===== src/rtl/fetch_stage_if.sv =====
// Fetch-stage bus: instruction-memory port, redirect input from execute,
// and the valid/ready handshake towards the decoder.
interface fetch_stage_if;
    logic [31:0] imem_addr;
    logic [31:0] imem_inst;
    logic        redirect;
    logic [31:0] redirect_pc;
    logic        out_valid;
    logic        out_ready;
    logic [31:0] out_inst;
    logic [31:0] out_pc;
    logic        misalign_err;

    modport master (
        output imem_addr,
        output out_valid,
        output out_inst,
        output out_pc,
        output misalign_err,
        input  imem_inst,
        input  redirect,
        input  redirect_pc,
        input  out_ready
    );

    modport slave (
        input  imem_addr,
        input  out_valid,
        input  out_inst,
        input  out_pc,
        input  misalign_err,
        output imem_inst,
        output redirect,
        output redirect_pc,
        output out_ready
    );
endinterface


===== src/rtl/fetch_stage.sv =====
// Instruction-fetch stage: owns the PC, queues fetched {pc, inst} pairs in a
// small FIFO for the decoder, and flushes the queue on execute redirects.
module fetch_stage #(
    parameter logic [31:0] RESET_PC = 32'h0000_0000,
    parameter int          DEPTH    = 2
) (
    input  logic          clk,
    input  logic          rst,
    fetch_stage_if.master bus
);
    localparam int          PW  = $clog2(DEPTH);
    localparam int          CW  = PW + 1;
    localparam logic [31:0] NOP = 32'h0000_0013;

    logic [31:0]   pc;
    logic [CW-1:0] count;
    logic [PW-1:0] rd_ptr;
    logic [PW-1:0] wr_ptr;
    logic          misalign;

    logic [31:0]   mem_pc   [DEPTH];
    logic [31:0]   mem_inst [DEPTH];

    logic          not_empty;
    logic          has_room;
    logic          valid;
    logic          push;
    logic          pop;

    // Redirect masks the head so no handshake can retire a flushed entry.
    assign not_empty = (count != '0);
    assign has_room  = (count < CW'(DEPTH));
    assign valid     = not_empty && !bus.redirect;
    assign pop       = valid && bus.out_ready;
    assign push      = !bus.redirect && (has_room || pop);

    // NOTE: sequential state uses non-blocking assignments so every register
    // samples the pre-edge values of its neighbours, independent of block order.
    always_ff @(posedge clk or posedge rst) begin
        if (rst) begin
            pc       <= RESET_PC;
            count    <= '0;
            rd_ptr   <= '0;
            wr_ptr   <= '0;
            misalign <= 1'b0;
        end else if (bus.redirect) begin
            pc     <= {bus.redirect_pc[31:2], 2'b00};
            count  <= '0;
            rd_ptr <= '0;
            wr_ptr <= '0;
            if (bus.redirect_pc[1:0] != 2'b00) begin
                misalign <= 1'b1;
            end
        end else begin
            if (push) begin
                pc     <= pc + 32'd4;
                wr_ptr <= wr_ptr + PW'(1);
            end
            if (pop) begin
                rd_ptr <= rd_ptr + PW'(1);
            end
            if (push && !pop) begin
                count <= count + CW'(1);
            end else if (pop && !push) begin
                count <= count - CW'(1);
            end
        end
    end

    // NOTE: FIFO storage carries no reset; the count gates every read, so stale
    // contents are never observed and the arrays can map onto plain registers/RAM.
    always_ff @(posedge clk) begin
        if (push) begin
            mem_pc[wr_ptr]   <= pc;
            mem_inst[wr_ptr] <= bus.imem_inst;
        end
    end

    // Outputs come only from stored state, never straight from imem_inst.
    assign bus.imem_addr    = pc;
    assign bus.out_valid    = valid;
    assign bus.out_inst     = not_empty ? mem_inst[rd_ptr] : NOP;
    assign bus.out_pc       = not_empty ? mem_pc[rd_ptr] : 32'h0000_0000;
    assign bus.misalign_err = misalign;
endmodule


===== src/flat_wrapper.sv =====
// flat-port wrapper written by rule: the top's interface ports become plain ports
module fetch_stage_flat 
#(
    parameter logic [31:0] RESET_PC = 32'h0000_0000,
    parameter int          DEPTH    = 2
)
  (clk, rst, bus_imem_addr, bus_out_valid, bus_out_inst, bus_out_pc, bus_misalign_err, bus_imem_inst, bus_redirect, bus_redirect_pc, bus_out_ready);
  fetch_stage_if bus_i ();
  input  logic clk;
  input  logic rst;
  output wire logic [$bits(bus_i.imem_addr)-1:0] bus_imem_addr;
  output wire logic [$bits(bus_i.out_valid)-1:0] bus_out_valid;
  output wire logic [$bits(bus_i.out_inst)-1:0] bus_out_inst;
  output wire logic [$bits(bus_i.out_pc)-1:0] bus_out_pc;
  output wire logic [$bits(bus_i.misalign_err)-1:0] bus_misalign_err;
  input wire logic [$bits(bus_i.imem_inst)-1:0] bus_imem_inst;
  input wire logic [$bits(bus_i.redirect)-1:0] bus_redirect;
  input wire logic [$bits(bus_i.redirect_pc)-1:0] bus_redirect_pc;
  input wire logic [$bits(bus_i.out_ready)-1:0] bus_out_ready;
  assign bus_imem_addr = bus_i.imem_addr;
  assign bus_out_valid = bus_i.out_valid;
  assign bus_out_inst = bus_i.out_inst;
  assign bus_out_pc = bus_i.out_pc;
  assign bus_misalign_err = bus_i.misalign_err;
  assign bus_i.imem_inst = bus_imem_inst;
  assign bus_i.redirect = bus_redirect;
  assign bus_i.redirect_pc = bus_redirect_pc;
  assign bus_i.out_ready = bus_out_ready;
  fetch_stage #(.RESET_PC(RESET_PC), .DEPTH(DEPTH)) u_core (.clk(clk), .rst(rst), .bus(bus_i));
endmodule

===== config.mk =====
export PLATFORM = sky130hd
export DESIGN_NAME = fetch_stage_flat
export DESIGN_NICKNAME = d
export VERILOG_FILES = /design/src/rtl/fetch_stage_if.sv /design/src/rtl/fetch_stage.sv /design/src/flat_wrapper.sv
export SDC_FILE = /design/constraint.sdc
export NUM_CORES = 1
export LEC_CHECK = 0
export ABC_CLOCK_PERIOD_IN_PS = 5830
export BUFFER_PORTS_ARGS = -buffer_cell sky130_fd_sc_hd__buf_2
export CORE_ASPECT_RATIO = 1.2
export CORE_MARGIN = 4
export CORE_UTILIZATION = 40
export CTS_CLUSTER_DIAMETER = 80
export DETAILED_ROUTE_END_ITERATION = 16
export HOLD_SLACK_MARGIN = 0.05
export PLACE_DENSITY = 0.65
export SKIP_LAST_GASP = 1
export SLEW_MARGIN = 20
export SYNTH_ARGS = -nofsm -noshare
export SYNTH_HDL_FRONTEND = slang
export SYNTH_SLANG_ARGS = --single-unit

===== constraint.sdc =====
create_clock -name clk -period 5.83 [get_ports clk]
set_clock_uncertainty 0.15 [all_clocks]
set_input_delay 0 -clock clk [delete_from_list [all_inputs] [get_ports clk]]
set_output_delay 0 -clock clk [all_outputs]
set_load 0.02 [all_outputs]

After elaboration in Yosys (flattened, before gate mapping):

Memory sizes are Yosys's and may differ from the RTL's.
Index checks and enable logic that the tools add are counted.

* register bits: 37
* memory bits (writable): 128
* output and inout bits: 98
* logic and storage cells: 41
* memories: 2

* add/sub/neg operators: 5
* $lt $le $gt $ge: 1
* multiplexer cells: 13
* reduce and logical (&&, ||, !) cells: 15

Memories
* u_core.mem_inst: depth 2, width 32, read ports 1, clocked after memory_dff 0, wr ports 1, line fetch_stage.sv:22 `logic [31:0] mem_inst [DEPTH];`
* u_core.mem_pc: depth 2, width 32, read ports 1, clocked after memory_dff 0, wr ports 1, line fetch_stage.sv:21 `logic [31:0] mem_pc [DEPTH];`

Operators with widths (count)
* 2-to-1 mux 32 bit: 4
* adder 32 x 3 -> 32 bit (second input constant): 1
* nonzero test 2 bit: 4
* 2-to-1 mux 1 bit: 6
* 2-to-1 mux 2 bit: 3
* logical AND 1 bit: 5
* zero test 1 bit: 3
* nonzero test 3 bit: 1
* adder 1 bit (second input constant): 2
* adder 2 x 1 -> 2 bit (second input constant): 1
* < comparator 2 bit (second input constant): 1
* AND reduction 2 bit: 1
* subtractor 2 x 1 -> 2 bit (second input constant): 1
* logical OR 1 bit: 1

Depth between registers and ports, before layout:

Gate-level depths: netlist (run 1).

* depth in word-level cells: 10
* mapped depth: 7
* depth with buffers taken out: 5

Least setup slack after synthesis (run 1):

Ideal clock, no wire load.

* kind: reg-to-reg
* start point: register u_core.count[1]
* end point: memory u_core.mem_inst[0][0] (enable)
* data arrival time: 4.867 ns
* required time: 5.122 ns
* path slack: 0.255 ns
* stages on the path, launching flop included: 4
* buffers on the path: 1
* cell sequence: dfrtp_1 > buf_2 > nor2b_1 > nor3_1

* word-level cells in the longest chain between the ends: 7
* elaborated cells between the ends (all ways): 8
* classes of those cells: order compare: 1; mux: 2; reduce/logical: 5

RTL lines
* start, declared: line fetch_stage.sv:16 `logic [CW-1:0] count;`
* start signal, assigned: line fetch_stage.sv:63 `count <= count + CW'(1);`
* start signal, assigned: line fetch_stage.sv:65 `count <= count - CW'(1);`
* nonzero test 2 bit: line fetch_stage.sv:31 `assign not_empty = (count != '0);`
* logical AND 1 bit: line fetch_stage.sv:33 `assign valid = not_empty && !bus.redirect;`
* logical AND 1 bit: line fetch_stage.sv:34 `assign pop = valid && bus.out_ready;`
* logical OR 1 bit *: line fetch_stage.sv:35 `assign push = !bus.redirect && (has_room || pop);`
* logical AND 1 bit *: line fetch_stage.sv:35
* 2-to-1 mux 1 bit *: line fetch_stage.sv:73 `if (push) begin`
* 2-to-1 mux 1 bit (implied by the code) *: line fetch_stage.sv:75 `mem_inst[wr_ptr] <= bus.imem_inst;`
* end, declared: line fetch_stage.sv:22

Every way passes the cells marked *; elsewhere a longest branch is shown, timed or not.

Final worst setup path (run 1):

* start point: input bus_redirect
* end point: memory u_core.mem_pc[1][27] (enable)

* word-level cells in the longest chain between the ends: 7

RTL lines
* start, declared: line flat_wrapper.sv:17 `input wire logic [$bits(bus_i.redirect)-1:0] bus_redirect;`
* zero test 1 bit *: line fetch_stage.sv:33, fetch_stage.sv:35
* logical AND 1 bit: line fetch_stage.sv:33
* logical AND 1 bit: line fetch_stage.sv:34
* logical OR 1 bit: line fetch_stage.sv:35
* logical AND 1 bit *: line fetch_stage.sv:35
* 2-to-1 mux 1 bit *: line fetch_stage.sv:73
* 2-to-1 mux 1 bit (implied by the code) *: line fetch_stage.sv:74 `mem_pc[wr_ptr] <= pc;`
* end, declared: line fetch_stage.sv:21

Marks and branches as above.

==> results.sh, run 1 <==
export IMPL_status="finished clean"
export IMPL_syn_area_per_cell_um2=13.4
export IMPL_cts_htree_levels=4
export IMPL_yosysTopAreaCellShare=0.550
export IMPL_cp_num_buf_inv=5
export IMPL_synth_distinct_cells=44
export IMPL_peakVddDrop_mv=0.156
export IMPL_row_count=51
export IMPL_crit_cells=6
export IMPL_crit_required_ns=5.76
export IMPL_min_period_over_period=0.485
export IMPL_worst_setup_path_type="in -> reg"
export IMPL_yosysTopAreaCell="edfxtp_1"
export IMPL_fin_ws_ns=3.00
export IMPL_cts_clk_slew_worst_paths_ns=0.06
export IMPL_synth_top_cells_by_count="edfxtp_1, nor2_1, mux2i_1"
export IMPL_die_area_mm2=0.0191
export IMPL_fillers=1344
export IMPL_grt_pass1_wl_um=26000
export IMPL_crit_fanout=52
export IMPL_cts_hold_buf=87
export IMPL_cts_tree="done"
export IMPL_ctsResizeCount=0
export IMPL_wl_per_cell_um=17.0
export IMPL_die_x_um=127
export IMPL_cts_sinks=159
export IMPL_clock_root_buffer="clkbuf_16"
export IMPL_vias=4894
export IMPL_yosysMostFrequentCell="edfxtp_1"
export IMPL_place_inst=853
export IMPL_die_h_um=151
export IMPL_r2r_start="u_core.count[1]$_DFFE_PP0P_"
export IMPL_place_area_mm2=0.00775
export IMPL_grt_usage=0.176
export IMPL_critPathSlowestCell="clkinv_1"
export IMPL_hold_class="in -> async"
export IMPL_worst_pin_slew_ns=0.786
export IMPL_synthToLayoutAreaGrowth_pct=36.5
export IMPL_ioPinCount=166
export IMPL_powerDensity_mw_per_mm2=323
export IMPL_maxSlewViolCount=0
export IMPL_final_hold_violation_count=0
export IMPL_setup_tns_ns=0
export IMPL_pre_cts_ws_ns=3.00
export IMPL_r2r_cells=3
export IMPL_crit_end="u_core.mem_pc[1][27]$_DFFE_PP_"
export IMPL_rsz0062_at_grt="no"
export IMPL_ys_seq_area_frac=0.679
export IMPL_port_buffer_count=161
export IMPL_initial_utilization=0.413
export IMPL_clock_latency_ns=0.42
export IMPL_ys_ff_latch=159
export IMPL_start_kind="primary input"
export IMPL_fmax_mhz=354
export IMPL_cpLargestDelayFamily="buffers and inverters"
export IMPL_timing_rr_end="u_core.mem_pc[1][27]$_DFFE_PP_"
export IMPL_ys_top_cells_by_area="edfxtp_1, dfrtp_1, mux2i_1"
export IMPL_maxSlewHeadroom=0.476
export IMPL_grt_pass1_vias=5097
export IMPL_startpoint="bus_redirect"
export IMPL_power_leakage_nw=3.61
export IMPL_drtPass1Iterations=4
export IMPL_drt_iter0_drc=254
export IMPL_drc_errors=0
export IMPL_critPathMostFrequentCell="buf_4"
export IMPL_reg2reg_slack_ns=3.04
export IMPL_utilization=0.564
export IMPL_grt_overflow_total=0
export IMPL_yosys_warnings=0
export IMPL_post_layout_nonfiller_instances=973
export IMPL_synth_edff_count=124
export IMPL_endpoint_kind="register"
export IMPL_syn_area_mm2=0.00677
export IMPL_antenna_cells=0
export IMPL_final_antenna_net_count=0
export IMPL_antenna_found_initial=0
export IMPL_cp_cell_sequence="dlygate4sd3_1 -> buf_2 -> buf_4 -> clkinv_1 -> and3_2 -> buf_4"
export IMPL_wirelength_um=16600
export IMPL_synth_flop_cell="edfxtp_1"
export IMPL_nets=817
export IMPL_final_area_mm2=0.00924
export IMPL_cp_arrival_ns=2.76
export IMPL_dpl_hpwl_um=10600
export IMPL_numCtsBuffers=17
export IMPL_setup_viol=0
export IMPL_cap_violations=0
export IMPL_place_congestion=0.809
export IMPL_critPathMaxStageDelay_ns=0.70
export IMPL_layout_drive_gt1_share=0.276
export IMPL_clockBufferDepth=2
export IMPL_syn_inst=504
export IMPL_async_flop_share=0.220
export IMPL_grt_max_degree=64
export IMPL_coreArea_mm2=0.0164
export IMPL_post_cts_buffers=0
export IMPL_finalCriticalPeriod_ns=2.83
export IMPL_viasPerCell=5.03
-- where the power goes --
part | switching [mW] | leakage (nW) | internal (mW)
Clock | 0.419 | 0.294 | 0.693
Combinational | 0.285 | 1.75 | 0.192
Sequential | 0.0687 | 1.57 | 1.32
Total | 0.772 | 3.61 | 2.21
-- worst min-delay path by stage --
| stage | depth (start not counted) | start | end | slack [ns] |
|---|---|---|---|---|
| 3_5_place_dp | 3 | rst | u_core.bus.misalign_err$_DFFE_PP0P_ | -0.01 |
| 6_report | 4 | rst | u_core.bus.imem_addr[12]$_DFFE_PP0P_ | 0.07 |
| 5_1_grt | 4 | rst | u_core.bus.imem_addr[30]$_DFFE_PP0P_ | 0.14 |
| 4_1_cts | 4 | rst | u_core.bus.misalign_err$_DFFE_PP0P_ | 0.08 |
| 3_3_place_gp | 3 | rst | u_core.bus.misalign_err$_DFFE_PP0P_ | -0.02 |
| 2_1_floorplan | 0 | bus_imem_inst[0] | u_core.mem_inst[0][0]$_DFFE_PP_ | -0.05 |
-- registers in the layout (all words and copies together), names as in the netlist --
register,cells
u_core.mem_inst,64
u_core.mem_pc,60
u_core.bus.imem_addr,30
u_core.count,2
u_core.bus.misalign_err,1
u_core.rd_ptr,1
u_core.wr_ptr,1
-- final cells by class --
class	count	area, um2	area share
Inverter	6	22.5	0.00244
Clock inverter	11	139	0.0150
Timing Repair Buffer	255	1750	0.189
Multi-Input combinational cell	309	2000	0.217
Clock buffer	21	460	0.0498
Sequential cell	159	4600	0.498
Tap cell	212	265	0.0287
-- worst reg2reg max path: stages (launching register included) --
cell,delay [ns]
dfrtp_1,0.49
nand2b_1,0.62
and3_2,0.49
buf_4,0.63
-- layer usage --
layer,part of all wire,global-route usage
met1,0.40,0.206
met5,0,0
met2,0.53,0.315
met4,0.016,0.0687
met3,0.049,0.0390
-- stage by stage --
| step | total power [mW] | hold slack (ns) |
|---|---|---|
| final | 2.98 | 0.0734 |
| after floorplan | 1.68 | -0.0511 |
| after CTS | 3.01 | 0.0771 |
| after global placement | 1.83 | -0.0173 |
| after detailed placement | 1.85 | -0.0131 |
| after global routing | 3.11 | 0.143 |
-- placed cells by master (no fill, tap or decap), types with 6 or more instances in the layout --
cell | Yosys | routed
buf_2 | 9 | 161
edfxtp_1 | 124 | 124
dlygate4sd3_1 | 0 | 87
nor2_1 | 76 | 75
mux2i_1 | 63 | 63
dfrtp_1 | 35 | 34
nand2_1 | 29 | 29
o21ai_0 | 21 | 21
clkbuf_16 | 0 | 17
nand3_1 | 14 | 14
nand4_1 | 10 | 10
a31oi_1 | 10 | 10
o311ai_0 | 9 | 9
or4_1 | 8 | 8
o31ai_1 | 7 | 7
xor2_1 | 7 | 7
buf_4 | 5 | 6
-- cell families after synthesis --
group	after synthesis	synth area share
mux	63	0.0931
simple gates	176	0.130
compound gates	53	0.0516
flops	159	0.679
xor+xnor	12	0.0155
fa+ha+maj	1	0.00185
other cells	1	0.000554
buf+inv	39	0.0283
No activity file was read; power rests on OpenSTA's default activity.
==> run 2, diff against run 1 <==
- ABC_CLOCK_PERIOD_IN_PS: 5830 -> 2630
- PLACE_DENSITY: 0.65 -> unset
- clock period: 5.83 -> 2.63 ns (I/O delays scaled with it)
==> results.sh, run 2 (synthesis results as in run 1) <==
export IMPL_status="finished clean"
export IMPL_final_hold_violation_count=0
export IMPL_antenna_cells=0
export IMPL_worst_pin_slew_ns=0.677
export IMPL_layout_drive_gt1_share=0.293
export IMPL_p_seq_frac=0.453
export IMPL_drtPass1Iterations=4
export IMPL_final_antenna_net_count=0
export IMPL_grt_pass1_wl_um=25800
export IMPL_endpoint_kind="register"
export IMPL_grt_pass1_vias=5040
export IMPL_maxSlewHeadroom=0.548
export IMPL_setup_viol=0
export IMPL_die_h_um=151
export IMPL_power_mw=6.79
export IMPL_post_cts_buffers=0
export IMPL_maxSlewViolCount=0
export IMPL_grt_usage=0.174
export IMPL_cts_hold_buf=72
export IMPL_coreArea_mm2=0.0164
export IMPL_cts_sinks=159
export IMPL_largest_reg_flops=64
export IMPL_numCtsBuffers=17
export IMPL_cts_htree_levels=4
export IMPL_cts_tree="done"
export IMPL_antenna_found_initial=0
export IMPL_finalCriticalPeriod_ns=2.22
export IMPL_min_period_over_period=0.844
export IMPL_r2r_cells=4
export IMPL_die_area_mm2=0.0191
export IMPL_p_sw_mw=1.75
export IMPL_wl_per_cell_um=17.1
export IMPL_nets=810
export IMPL_layout_commonest_cell="buf_2"
export IMPL_viasPerCell=5.02
export IMPL_post_layout_nonfiller_instances=966
export IMPL_pre_cts_ws_ns=0.464
export IMPL_cap_violations=0
export IMPL_dpl_hpwl_um=11100
export IMPL_cp_arrival_ns=2.41
export IMPL_critPathMaxStageDelay_ns=0.54
export IMPL_place_congestion=0.838
export IMPL_clock_latency_ns=0.42
export IMPL_vias=4845
export IMPL_port_buffer_count=161
export IMPL_critPathSlowestCell="or4_1"
export IMPL_drc_errors=0
export IMPL_clockBufferDepth=2
export IMPL_top_register="u_core.mem_inst"
export IMPL_final_cell_mix="buf_2, edfxtp_1, nor2_1"
export IMPL_power_frac_clock=0.389
export IMPL_fin_ws_ns=0.410
export IMPL_start_kind="register"
export IMPL_crit_required_ns=2.82
export IMPL_worst_setup_path_type="reg -> reg"
export IMPL_utilization=0.563
export IMPL_synthToLayoutAreaGrowth_pct=36.3
export IMPL_cp_cell_sequence="and4_1 -> nand3_1 -> or4_1 -> a31oi_1"
export IMPL_pwr_share_comb=0.157
export IMPL_hold_class="in -> async"
export IMPL_ctsResizeCount=0
export IMPL_rsz0062_at_grt="no"
export IMPL_row_count=51
export IMPL_power_leakage_nw=3.62
export IMPL_clock_root_buffer="clkbuf_16"
export IMPL_initial_utilization=0.413
export IMPL_place_inst=862
export IMPL_powerDensity_mw_per_mm2=736
export IMPL_grt_max_degree=46
export IMPL_peakVddDrop_mv=0.398
export IMPL_fmax_mhz=451
export IMPL_die_x_um=127
export IMPL_crit_fanout=9
export IMPL_p_int_mw=5.04
export IMPL_ioPinCount=166
export IMPL_drt_iter0_drc=324
export IMPL_wirelength_um=16500
export IMPL_cts_clk_slew_worst_paths_ns=0.06
export IMPL_grt_overflow_total=0
export IMPL_swShare=0.258
==> run 2: changes by cell type in the layout (fill, tap and decap cells not counted), sizes merged <==
cell | before | now
dlygate4sd3 | 87 | 72
inv | 5 | 6
clkinv | 8 | 7
buf | 168 | 176
bufinv | 3 | 5
clkinvlp | 1 | 3
clkbuf | 21 | 17
==> run 2: through the flow <==
stage               hold WS, ns  TNS [ns]  cell area [um2]
floorplan               -0.0511     -5.66             6810
global placement        -0.0428         0             7870
detailed placement      -0.0292         0             7870
CTS                      0.0669         0             9230
global route              0.141         0             9230
finish                   0.0787         0             9230
==> run 2: per-layer routing <==
layer | wire (um) | global-route usage
met1 | 6710 | 0.212
met4 | 261 | 0.0628
met3 | 1110 | 0.0461
met5 | 0 | 0
met2 | 8410 | 0.298
==> run 2: cell type report <==
type | instances | area [um2]
multi-input combinational | 309 | 2020
tap | 212 | 265
clock buffer | 17 | 425
clock inverter | 15 | 218
sequential | 159 | 4600
timing repair buffer | 248 | 1680
fill | 1401 | 7170
inverter | 6 | 22.5
==> run 2: critical path: cells and delay by family (launching register included) <==
| family | cells | cell delay [ns] |
|---|---|---|
| and+or+nand+nor | 3 | 1.34 |
| AOI/OAI and AO/OA | 1 | 0.17 |
| DFF | 1 | 0.48 |
==> run 2: worst paths after layout <==
| path | from | endpoint | slack [ns] |
|---|---|---|---|
| hold reg to reg | u_core.bus.misalign_err$_DFFE_PP0P_ | u_core.bus.misalign_err$_DFFE_PP0P_ | 0.33 |
| hold / removal | rst | u_core.bus.misalign_err$_DFFE_PP0P_ | 0.08 |
| setup / recovery | u_core.bus.imem_addr[4]$_DFFE_PP0P_ | u_core.bus.imem_addr[21]$_DFFE_PP0P_ | 0.41 |
| setup reg to reg | u_core.bus.imem_addr[4]$_DFFE_PP0P_ | u_core.bus.imem_addr[21]$_DFFE_PP0P_ | 0.41 |
| min in group clk | bus_imem_inst[15] | u_core.mem_inst[0][15]$_DFFE_PP_ | 0.16 |
| max in group asynchronous | rst | u_core.bus.imem_addr[3]$_DFFE_PP0P_ | 1.62 |
==> run 2: power by group through the flow <==
stage	combinational (mW)	sequential, mW	clock (mW)
3_3_place_gp	0.981	3.11	0
3_5_place_dp	0.993	3.13	0
4_1_cts	1.08	3.08	2.69
6_report	1.07	3.08	2.64
5_1_grt	1.16	3.10	2.80
2_1_floorplan	0.584	3.13	0
==> run 3, diff against run 2 <==
- ABC_CLOCK_PERIOD_IN_PS: 2630 -> 1900
- PLACE_DENSITY: unset -> 0.65
- clock period: 2.63 -> 1.9 ns (I/O delays scaled with it)
==> results.sh, run 3 (synthesis results as in run 1) <==
export IMPL_finalCriticalPeriod_ns=1.84
export IMPL_final_hold_violation_count=0
export IMPL_powerDensity_mw_per_mm2=992
export IMPL_peakVddDrop_mv=0.556
export IMPL_initial_utilization=0.413
export IMPL_nets=848
export IMPL_power_leakage_nw=3.82
export IMPL_register_area_mm2=0.00462
export IMPL_layout_commonest_cell="buf_2"
export IMPL_cts_sinks=159
export IMPL_setup_viol=0
export IMPL_fillers=1325
export IMPL_drt_iter0_drc=294
export IMPL_grt_pass1_vias=5272
export IMPL_top_layer="met4"
export IMPL_place_inst=891
export IMPL_grt_overflow_total=0
export IMPL_viasPerCell=5.09
export IMPL_endpoint_kind="register"
export IMPL_dpl_hpwl_um=11400
export IMPL_critPathMaxStageDelay_ns=0.36
export IMPL_grt_usage=0.179
export IMPL_numCtsBuffers=17
export IMPL_antenna_found_initial=0
export IMPL_r2r_start="u_core.bus.imem_addr[20]$_DFFE_PP0P_"
export IMPL_met1_length_um=7130
export IMPL_cap_violations=0
export IMPL_fin_ws_ns=0.0559
export IMPL_clock_root_buffer="clkbuf_16"
export IMPL_die_h_um=151
export IMPL_min_period_over_period=0.971
export IMPL_largest_reg_flops=64
export IMPL_fmax_mhz=542
export IMPL_top_register="u_core.mem_inst"
export IMPL_worst_setup_path_type="reg -> reg"
export IMPL_startpoint="u_core.bus.imem_addr[20]$_DFFE_PP0P_"
export IMPL_vias=5112
export IMPL_grt_pass1_wl_um=26700
export IMPL_cp_arrival_ns=1.97
export IMPL_cp_num_buf_inv=1
export IMPL_layout_drive_gt1_share=0.347
export IMPL_drc_errors=0
export IMPL_place_area_mm2=0.00815
export IMPL_critPathSlowestCell="dfrtp_2"
export IMPL_row_count=51
export IMPL_multi_input_area_mm2=0.00207
export IMPL_grt_max_degree=61
export IMPL_final_antenna_net_count=0
export IMPL_coreArea_mm2=0.0164
export IMPL_wirelength_um=17000
export IMPL_ioPinCount=166
export IMPL_hold_class="in -> async"
export IMPL_clockBufferDepth=2
export IMPL_final_area_mm2=0.00968
export IMPL_final_cell_mix="buf_2, edfxtp_1, nor2_1, dlygate4sd3_1, mux2i_1"
export IMPL_place_congestion=0.799
export IMPL_crit_fanout=6
export IMPL_cts_htree_levels=4
export IMPL_cp_cell_sequence="and4_1 -> nand2_1 -> buf_4 -> o311ai_0 -> o311ai_1"
export IMPL_wl_met3_um=985
export IMPL_die_area_mm2=0.0191
export IMPL_r2r_cells=5
export IMPL_cpLargestDelayFamily="simple AND/OR/NAND/NOR gates"
export IMPL_setup_tns_ns=0
export IMPL_whs_ns=0.0914
export IMPL_start_kind="register"
export IMPL_status="finished clean"
export IMPL_maxSlewViolCount=0
export IMPL_crit_required_ns=2.02
export IMPL_die_x_um=127
export IMPL_drtPass1Iterations=5
export IMPL_port_buffer_count=161
export IMPL_post_layout_nonfiller_instances=1004
export IMPL_cts_clk_slew_worst_paths_ns=0.06
export IMPL_synthToLayoutAreaGrowth_pct=43.0
export IMPL_pre_cts_ws_ns=-0.0639
export IMPL_clock_latency_ns=0.42
export IMPL_cts_tree="done"
export IMPL_routed_wl_met2_um=8670
export IMPL_wl_per_cell_um=16.9
export IMPL_antenna_cells=0
export IMPL_crit_cells=5
## run 3: path summary, 6_finish.rpt
path / endpoint / slack, ns
max: u_core.bus.imem_addr[22]$_DFFE_PP0P_ / 0.06
min: u_core.bus.misalign_err$_DFFE_PP0P_ / 0.09
max reg2reg: u_core.bus.imem_addr[22]$_DFFE_PP0P_ / 0.06
min reg2reg: u_core.bus.misalign_err$_DFFE_PP0P_ / 0.32
max in group asynchronous: u_core.rd_ptr$_DFFE_PP0P_ / 1.12
min in group clk: u_core.mem_inst[0][16]$_DFFE_PP_ / 0.16
## run 3: stage by stage
| step | total power [mW] | util |
|---|---|---|
| after floorplan | 5.16 | - |
| after global placement | 5.76 | 0.497 |
| after detailed placement | 5.81 | 0.497 |
| after CTS | 9.67 | 0.585 |
| after global routing | 9.99 | 0.590 |
| final | 9.61 | 0.590 |
## run 3: report_power, final
group	switching (mW)	internal, mW
combinational	1.01	0.706
sequential	0.119	4.07
clock	1.33	2.37
total	2.46	7.14
## run 3: worst reg2reg max path, cell delays in order, from the launching register on
cell and delay (ns):
dfrtp_2 0.36, and4_1 0.30, nand2_1 0.19, buf_4 0.20, o311ai_0 0.31, o311ai_1 0.18
## run 3: final cells by class
cell class,instances,share of cell area
flip-flops and latches,159,0.477
multi-input cells,310,0.214
repair buffers,285,0.212
clock buffers,19,0.0458
well taps,212,0.0274
clock inverters,13,0.0217
inverters,6,0.00233
## run 3: layer usage
| layer | global-route usage | vias up |
|---|---|---|
| met2 | 0.317 | 190 |
| li1 | - | 2432 |
| met3 | 0.0394 | 20 |
| met5 | 0 | - |
| met1 | 0.218 | 2470 |
| met4 | 0.0579 | 0 |
## run 3: timing repair
action | in CTS | in global routing
resized for setup | 4 | 15
cloned | 1 | 1
hold buffers | 75 | 0
buffers inserted | 0 | 4
endpoints found under the hold margin | 134 | 0
setup endpoints to repair | 48 | 57
pin swaps | 0 | 0
